File: src/rtl/lcd_output_pkg.sv
// lcd_output_pkg
// Shared definitions for the LCD output sequencer: Avalon register offsets,
// STATUS/CONTROL bit positions, sequencer FSM state encoding and the two
// slow HD44780-style opcodes (clear display, return home).
package lcd_output_pkg;

  // Register offsets on the 2-bit word address
  localparam logic [1:0] ADDR_DIRECT  = 2'd0;
  localparam logic [1:0] ADDR_FIFO_WR = 2'd1;
  localparam logic [1:0] ADDR_STATUS  = 2'd2;
  localparam logic [1:0] ADDR_CONTROL = 2'd3;

  // STATUS bits (level occupies [7:0])
  localparam int STAT_EMPTY = 8;
  localparam int STAT_FULL  = 9;
  localparam int STAT_BUSY  = 10;
  localparam int STAT_OVF   = 11;

  // CONTROL bits
  localparam int CTRL_MODE   = 0;
  localparam int CTRL_FLUSH  = 1;
  localparam int CTRL_LCD_ON = 2;

  // Commands that need the long post-command wait
  localparam logic [7:0] OP_CLEAR = 8'h01;
  localparam logic [7:0] OP_HOME  = 8'h02;

  typedef enum logic [2:0] {
    ST_IDLE  = 3'd0,
    ST_SETUP = 3'd1,
    ST_PULSE = 3'd2,
    ST_HOLD  = 3'd3,
    ST_WAIT  = 3'd4
  } seq_state_t;

endpackage

File: src/rtl/lcd_output_sequencer_fifo.sv
// lcd_cmd_fifo
// Synchronous show-ahead FIFO holding {rs, data} entries for the sequencer.
// dout always presents the head entry so the FSM can pop and latch it in
// the same cycle.
// Ports:
//   clk, reset_n : clock, synchronous active-low reset
//   push, din    : write request and entry (dropped when full unless a pop
//                  happens in the same cycle)
//   pop          : remove head entry (ignored when empty)
//   flush        : empty the FIFO at the next edge
//   dout         : head entry
//   level        : number of stored entries
//   full, empty  : occupancy flags
module lcd_cmd_fifo #(
  parameter int W     = 9,
  parameter int DEPTH = 16
) (
  input  logic                       clk,
  input  logic                       reset_n,
  input  logic                       push,
  input  logic                       pop,
  input  logic                       flush,
  input  logic [W-1:0]               din,
  output logic [W-1:0]               dout,
  output logic [$clog2(DEPTH):0]     level,
  output logic                       full,
  output logic                       empty
);
  localparam int AW = $clog2(DEPTH);

  logic [W-1:0]  r_mem [DEPTH];
  logic [AW-1:0] r_wr_ptr;
  logic [AW-1:0] r_rd_ptr;
  logic [AW:0]   r_level;
  logic          w_do_push;
  logic          w_do_pop;

  assign empty = (r_level == '0);
  assign full  = (r_level == (AW+1)'(DEPTH));
  assign level = r_level;
  assign dout  = r_mem[r_rd_ptr];

  // A pop frees a slot in the same cycle, so push-when-full still succeeds
  // if it coincides with a pop.
  assign w_do_pop  = pop & ~empty;
  assign w_do_push = push & (~full | w_do_pop);

  always_ff @(posedge clk) begin
    if (!reset_n || flush) begin
      r_wr_ptr <= '0;
      r_rd_ptr <= '0;
      r_level  <= '0;
    end else begin
      if (w_do_push) r_wr_ptr <= r_wr_ptr + AW'(1);
      if (w_do_pop)  r_rd_ptr <= r_rd_ptr + AW'(1);
      r_level <= r_level + (AW+1)'(w_do_push) - (AW+1)'(w_do_pop);
    end
  end

  // Storage carries no reset; stale contents are never visible because the
  // pointers and level are cleared.
  always_ff @(posedge clk) begin
    if (w_do_push && !flush) r_mem[r_wr_ptr] <= din;
  end

endmodule

File: src/rtl/lcd_output_sequencer.sv
// lcd_output_sequencer
// Avalon-MM slave driving a character-LCD pin bus. In DIRECT mode the pins
// follow a software register; in SEQ mode cmd/data bytes queued in a FIFO
// are played out with RS/data setup, E pulse, hold and a per-command wait.
// Ports:
//   clk, reset_n            : clock, synchronous active-low reset
//   address, chipselect,
//   write_n, writedata      : Avalon write side (write = chipselect & ~write_n)
//   readdata                : combinational read mux, no side effects
//   out_port                : {lcd_on, lcd_en, lcd_rw, lcd_rs, lcd_data}
module lcd_output_sequencer
  import lcd_output_pkg::*;
#(
  parameter int DATA_W     = 8,
  parameter int FIFO_DEPTH = 16,
  parameter int T_SETUP    = 2,
  parameter int T_EN       = 25,
  parameter int T_HOLD     = 2,
  parameter int T_WAIT     = 2000,
  parameter int T_WAIT_CLR = 82000,
  parameter int CNT_W      = 17
) (
  input  logic              clk,
  input  logic              reset_n,
  input  logic [1:0]        address,
  input  logic              chipselect,
  input  logic              write_n,
  input  logic [31:0]       writedata,
  output logic [31:0]       readdata,
  output logic [DATA_W+3:0] out_port
);
  localparam int LVL_W = $clog2(FIFO_DEPTH) + 1;

  logic              w_wr;
  logic              w_wr_direct;
  logic              w_wr_fifo;
  logic              w_wr_status;
  logic              w_wr_ctrl;
  logic              w_flush;
  logic              w_pop;
  logic              w_full;
  logic              w_empty;
  logic [DATA_W:0]   w_fifo_dout;
  logic [LVL_W-1:0]  w_level;
  logic              w_slow_cmd;
  logic              w_unused;

  logic [DATA_W+3:0] r_direct;
  logic              r_mode_req;
  logic              r_mode;
  logic              r_lcd_on;
  logic              r_overflow;
  logic              r_rs;
  logic [DATA_W-1:0] r_data;
  seq_state_t        r_state;
  seq_state_t        w_state_next;
  logic [CNT_W-1:0]  r_timer;
  logic [CNT_W-1:0]  w_timer_next;

  assign w_wr        = chipselect & ~write_n;
  assign w_wr_direct = w_wr && (address == ADDR_DIRECT);
  assign w_wr_fifo   = w_wr && (address == ADDR_FIFO_WR);
  assign w_wr_status = w_wr && (address == ADDR_STATUS);
  assign w_wr_ctrl   = w_wr && (address == ADDR_CONTROL);
  assign w_flush     = w_wr_ctrl && writedata[CTRL_FLUSH];

  // Not every writedata bit maps to a register
  assign w_unused = ^writedata;

  lcd_cmd_fifo #(
    .W     (DATA_W + 1),
    .DEPTH (FIFO_DEPTH)
  ) u_fifo (
    .clk     (clk),
    .reset_n (reset_n),
    .push    (w_wr_fifo),
    .pop     (w_pop),
    .flush   (w_flush),
    .din     (writedata[DATA_W:0]),
    .dout    (w_fifo_dout),
    .level   (w_level),
    .full    (w_full),
    .empty   (w_empty)
  );

  // Clear and home commands need the long wait after the pulse
  assign w_slow_cmd = !r_rs && ((r_data == DATA_W'(OP_CLEAR)) ||
                                (r_data == DATA_W'(OP_HOME)));

  always_comb begin
    w_state_next = r_state;
    w_timer_next = r_timer;
    w_pop        = 1'b0;
    case (r_state)
      ST_IDLE: begin
        if (r_mode && !w_empty) begin
          w_pop        = 1'b1;
          w_state_next = ST_SETUP;
          w_timer_next = CNT_W'(T_SETUP - 1);
        end
      end
      ST_SETUP: begin
        if (r_timer == '0) begin
          w_state_next = ST_PULSE;
          w_timer_next = CNT_W'(T_EN - 1);
        end else begin
          w_timer_next = r_timer - CNT_W'(1);
        end
      end
      ST_PULSE: begin
        if (r_timer == '0) begin
          w_state_next = ST_HOLD;
          w_timer_next = CNT_W'(T_HOLD - 1);
        end else begin
          w_timer_next = r_timer - CNT_W'(1);
        end
      end
      ST_HOLD: begin
        if (r_timer == '0) begin
          w_state_next = ST_WAIT;
          w_timer_next = w_slow_cmd ? CNT_W'(T_WAIT_CLR - 1) : CNT_W'(T_WAIT - 1);
        end else begin
          w_timer_next = r_timer - CNT_W'(1);
        end
      end
      ST_WAIT: begin
        if (r_timer == '0) begin
          w_state_next = ST_IDLE;
        end else begin
          w_timer_next = r_timer - CNT_W'(1);
        end
      end
      default: w_state_next = ST_IDLE;
    endcase
    // Flush aborts any transaction in flight and must not pop the entry
    // that is about to be discarded.
    if (w_flush) begin
      w_state_next = ST_IDLE;
      w_pop        = 1'b0;
    end
  end

  always_ff @(posedge clk) begin
    if (!reset_n) begin
      r_state <= ST_IDLE;
      r_timer <= '0;
      r_rs    <= 1'b0;
      r_data  <= '0;
    end else begin
      r_state <= w_state_next;
      r_timer <= w_timer_next;
      if (w_pop) {r_rs, r_data} <= w_fifo_dout;
    end
  end

  always_ff @(posedge clk) begin
    if (!reset_n) begin
      r_direct   <= '0;
      r_mode_req <= 1'b0;
      r_mode     <= 1'b0;
      r_lcd_on   <= 1'b0;
      r_overflow <= 1'b0;
    end else begin
      if (w_wr_direct) r_direct <= writedata[DATA_W+3:0];
      if (w_wr_ctrl) begin
        r_mode_req <= writedata[CTRL_MODE];
        r_lcd_on   <= writedata[CTRL_LCD_ON];
      end
      // The active mode only follows the request between transactions, so
      // an E pulse is never cut short by a mode change.
      if (r_state == ST_IDLE) r_mode <= r_mode_req;
      if (w_wr_fifo && w_full && !w_pop) begin
        r_overflow <= 1'b1;
      end else if (w_wr_status && writedata[STAT_OVF]) begin
        r_overflow <= 1'b0;
      end
    end
  end

  always_comb begin
    readdata = '0;
    case (address)
      ADDR_DIRECT: readdata[DATA_W+3:0] = r_direct;
      ADDR_STATUS: begin
        readdata[LVL_W-1:0]  = w_level;
        readdata[STAT_EMPTY] = w_empty;
        readdata[STAT_FULL]  = w_full;
        readdata[STAT_BUSY]  = (r_state != ST_IDLE);
        readdata[STAT_OVF]   = r_overflow;
      end
      ADDR_CONTROL: begin
        readdata[CTRL_MODE]   = r_mode_req;
        readdata[CTRL_LCD_ON] = r_lcd_on;
      end
      default: readdata = '0;
    endcase
  end

  assign out_port = r_mode ? {r_lcd_on, (r_state == ST_PULSE), 1'b0, r_rs, r_data}
                           : r_direct;

endmodule

File: config.mk
export PLATFORM = sky130hd
export DESIGN_NAME = lcd_output_sequencer
export DESIGN_NICKNAME = d
export VERILOG_FILES = /design/src/rtl/lcd_output_pkg.sv /design/src/rtl/lcd_output_sequencer_fifo.sv /design/src/rtl/lcd_output_sequencer.sv
export SDC_FILE = /design/constraint.sdc
export NUM_CORES = 1
export LEC_CHECK = 0
export ABC_CLOCK_PERIOD_IN_PS = 4200
export CORE_MARGIN = 2
export CORE_UTILIZATION = 40
export DETAILED_ROUTE_END_ITERATION = 10
export GPL_TIMING_DRIVEN = 0
export SLEW_MARGIN = 20
export SYNTH_ARGS = -nofsm -noshare
export SYNTH_HDL_FRONTEND = slang
export SYNTH_SLANG_ARGS = --single-unit
File: constraint.sdc
create_clock -name clk -period 4.2 [get_ports clk]
set_input_delay 0.84 -clock clk [delete_from_list [all_inputs] [get_ports clk]]
set_output_delay 0.84 -clock clk [all_outputs]
set_load 0.03 [all_outputs]
==> key figures <==
Outcome
  • Status: finished, final reports clean

Yosys
  • Post-synthesis cell type count: 74
  • Post-synth EDFFs: 144
  • Cell area after synthesis: 8887 sq um
  • Share of flip-flops with an asynchronous set or reset: 0%
  • Avg Cell Area, Syn: 13.69 sq um
  • Synth Instances: 649
  • Most used flip-flop cell after synthesis: edfxtp_1
  • Synthesis warning total: 0
  • Number of register bits inferred by synthesis: 202
  • Share of synthesized area occupied by flip-flops and latches: 61.72%

STA
  • Total count of hold-check failures in the final report: 0
  • Share of the clock period used by the worst path after layout: 94.47%
  • Fmax: 252.0 MHz
  • Actual slew at the worst max-slew pin: 981.6 ps
  • Worst clock skew: 16.77 ps
  • Setup repair after global routing missed its margin: false
  • Final critical delay including setup and external delays: 3968 ps
  • Worst relative slew slack: 34.32%
  • Final number of max-transition violations: 0
  • Endpoints failing setup: 0

Placement
  • Placer congestion estimate: 0.8912
  • Number of placed instances with taps included: 989
  • Port Buf Inserts: 41
  • Final HPWL from detailed placement: 14230 um

Worst setup path
  • R2r worst-path depth: 14
  • Flop2flop setup slack: 400 ps
  • Kind of critical path: in -> reg
  • Crit path arrival time: 4400 ps
  • Origin of the critical flop-to-flop path: u_fifo.level[2]
  • Largest stage delay, worst path: 590 ps
  • CP bufs+invs: 4
  • Ordered list of cells on the worst path: clkdlybuf4s50_1, and4b_1, a2111o_1, clkinv_1, buf_2, ha_1, inv_1, ha_1, fa_1, a21oi_1, nor2_1, or3_1, a21oi_1
  • Worst path top cell family by delay: buffers and inverters
  • Critical Path Slowest Stage Cell: clkdlybuf4s50_1
  • Worst setup startpoint: address[0]
  • Crit path required time: 4640 ps
  • CP max FO: 10
  • Sort of element at the end of the critical path: flop
  • Setup crit start kind: primary input
  • Crit Reg-Reg Endpoint: u_fifo.level[4]

Routing
  • Met2 layer wire length in the routed design: 10780 um
  • Routed via count: 5650
  • Total length of routed wires: 20950 um
  • Max layer used: met4
  • Count of routing violations after the opening detailed-route iteration: 397
  • First drt pass iteration count: 7
  • Met1 wire length: 9080 um
  • Drc violations: 0
  • Total length of routed met3 wires: 833 um
  • Post-route antenna net violation count: 0
  • Post-DR wirelength/cell: 20.36 um
  • Post-detailed-route via-to-cell ratio: 5.491

Layout
  • Cell Count, Final, Fillers Out: 1029
  • Layout cells sized above 1: 16.56%
  • Fraction of the core area covered by cells at the end of the flow: 48.09%
  • N_diodes: 0
  • Most common library cell in the layout ignoring fill and taps: edfxtp_1
  • Nets: 785
  • Post-synthesis to final-layout area growth: 18.09%
  • Most frequent cells in the layout: edfxtp_1 (144), nand2_1 (66), dfxtp_1 (58)

Global route
  • Wire length of the first global-routing pass: 32340 um
  • Global-route usage over all layers: 17.68%
  • Global route overflow: 0
  • Pin count of the biggest net entering global routing: 21
  • Via count of the first global-routing pass: 5652
  • Initial antenna violation count: 0

Clock tree
  • CTS tree: done
  • Number of buffers added by the clock tree synthesis step: 22
  • Longest Clk Path Bufs: 3
  • Clock transition time at the flip-flop clock pins of the worst setup and hold paths: 60 ps
  • Clock latency reported for the late side of the worst-skew pair: 510 ps
  • Num Clock Sinks: 202
  • Cts-stage hold buffer count: 0
  • CTS H-Tree Depth: 1
  • Clock tree root driver cell: clkbuf_16

Die
  • Count of standard-cell rows: 54
  • Horizontal die dimension: 153.1 um
  • Die footprint: 23430 sq um
  • Height of the die: 153.1 um
  • Total I/O pin count: 82
  • Initial core utilization: 40.72%
  • CORE AREA: 21820 sq um

Power
  • Static Leak: 3.586 nW
  • IR drop worst, VDD: 0.3812 mV
  • Power per standard cell area: 422.2 nW/um^2

Hold path
  • Hold wc startpoint: r_direct[6]
  • Worst hold stages: 2
  • Sink of the worst hold path: r_direct[6]
  • Path category of the worst min-delay check: reg -> reg

Run
  • # Max-Cap Violations: 0
## worst max-delay path by stage
stage	cells past startpoint	slack, ps	to
after floorplan	12	790	u_fifo.level[4]
after global placement	12	-350	u_fifo.level[4]
after detailed placement	12	-470	u_fifo.level[4]
after CTS	12	60	u_fifo.level[4]
after global routing	13	30	u_fifo.level[4]
final	13	230	u_fifo.level[4]
## timing repair
item                                    in CTS  in global routing
setup buffers                                0                  0
gates resized for setup                      0                  1
hold endpoints to repair                     0                  0
endpoints found under the setup margin       0                  1
## tightest hold or removal path, stage by stage, from the launching register on
cell,delay (ps)
dfxtp_1,320
nand2_1,60
a21oi_1,50
## metal layers
metal / vias to the layer above / global-route usage (%)
met5: - / 0
met4: 0 / 3.175
met3: 18 / 2.637
met2: 145 / 31.57
met1: 2847 / 23.17
li1: 2640 / -
## layout make-up
class	instances	area, sq um
clock buffer	28	604.3
multi-input combinational	397	3138
fill	1933	11330
clock inverter	12	148.9
tap	280	350.3
buffer	53	295.3
timing repair buffer	41	412.9
inverter	16	60.06
sequential	202	5485
## sequential cells by signal, summed over array words and instances, names as in the netlist, 3 cells and up
name / count
u_fifo.r_wr_ptr: 4
r_data: 8
u_fifo.level: 5
u_fifo.r_mem: 144
r_direct: 12
u_fifo.r_rd_ptr: 4
r_timer: 17
r_state: 3
## synthesized netlist by cell type, types with 8 or more instances
cell	number	area, sq um
ha_1	13	162.7
buf_2	8	40.04
a221oi_1	9	78.83
clkbuf_1	19	71.32
a21oi_1	27	135.1
dfxtp_1	58	1161
a22o_1	14	122.6
and2_1	8	50.05
inv_1	15	56.30
nor3_1	11	55.05
mux2_2	10	112.6
edfxtp_1	144	4324
nand2_1	66	247.7
mux2i_1	9	90.09
nor2_1	39	146.4
o21ai_0	10	50.05
mux4_2	36	810.8
o22ai_1	10	62.56
nand3_1	10	50.05
buf_4	21	157.7
## per-stage QoR
stage	TNS [ps]	total power [mW]	hold slack [ps]	instance area [sq um]	setup WS [ps]
finish	0	4.431	475.3	10500	232.1
global route	0	4.569	504.4	10500	29.37
CTS	0	4.458	473.8	10490	57.15
detailed placement	-493.7	2.494	464.5	9739	-469.1
global placement	-10330	2.488	454.3	9719	-350.1
floorplan	0	2.385	442.2	8959	792.7
## power by group
group / switching, mW / leakage (nW) / internal (mW) / total [mW]
Clock: 0.771 / 0.360 / 1.21 / 1.98
Combinational: 0.186 / 1.46 / 0.105 / 0.291
Sequential: 0.0155 / 1.76 / 2.15 / 2.16
## cell families after synthesis
group	after synthesis	share of synthesized area [%]
other cells	1	0.04220
simple gates	181	10.24
flops	202	61.72
buf+inv	69	3.998
xor+xnor	12	1.183
fa+ha+maj	14	2.056
mux	55	11.40
compound gates	115	9.362
No activity file was read; power rests on OpenSTA's default activity.
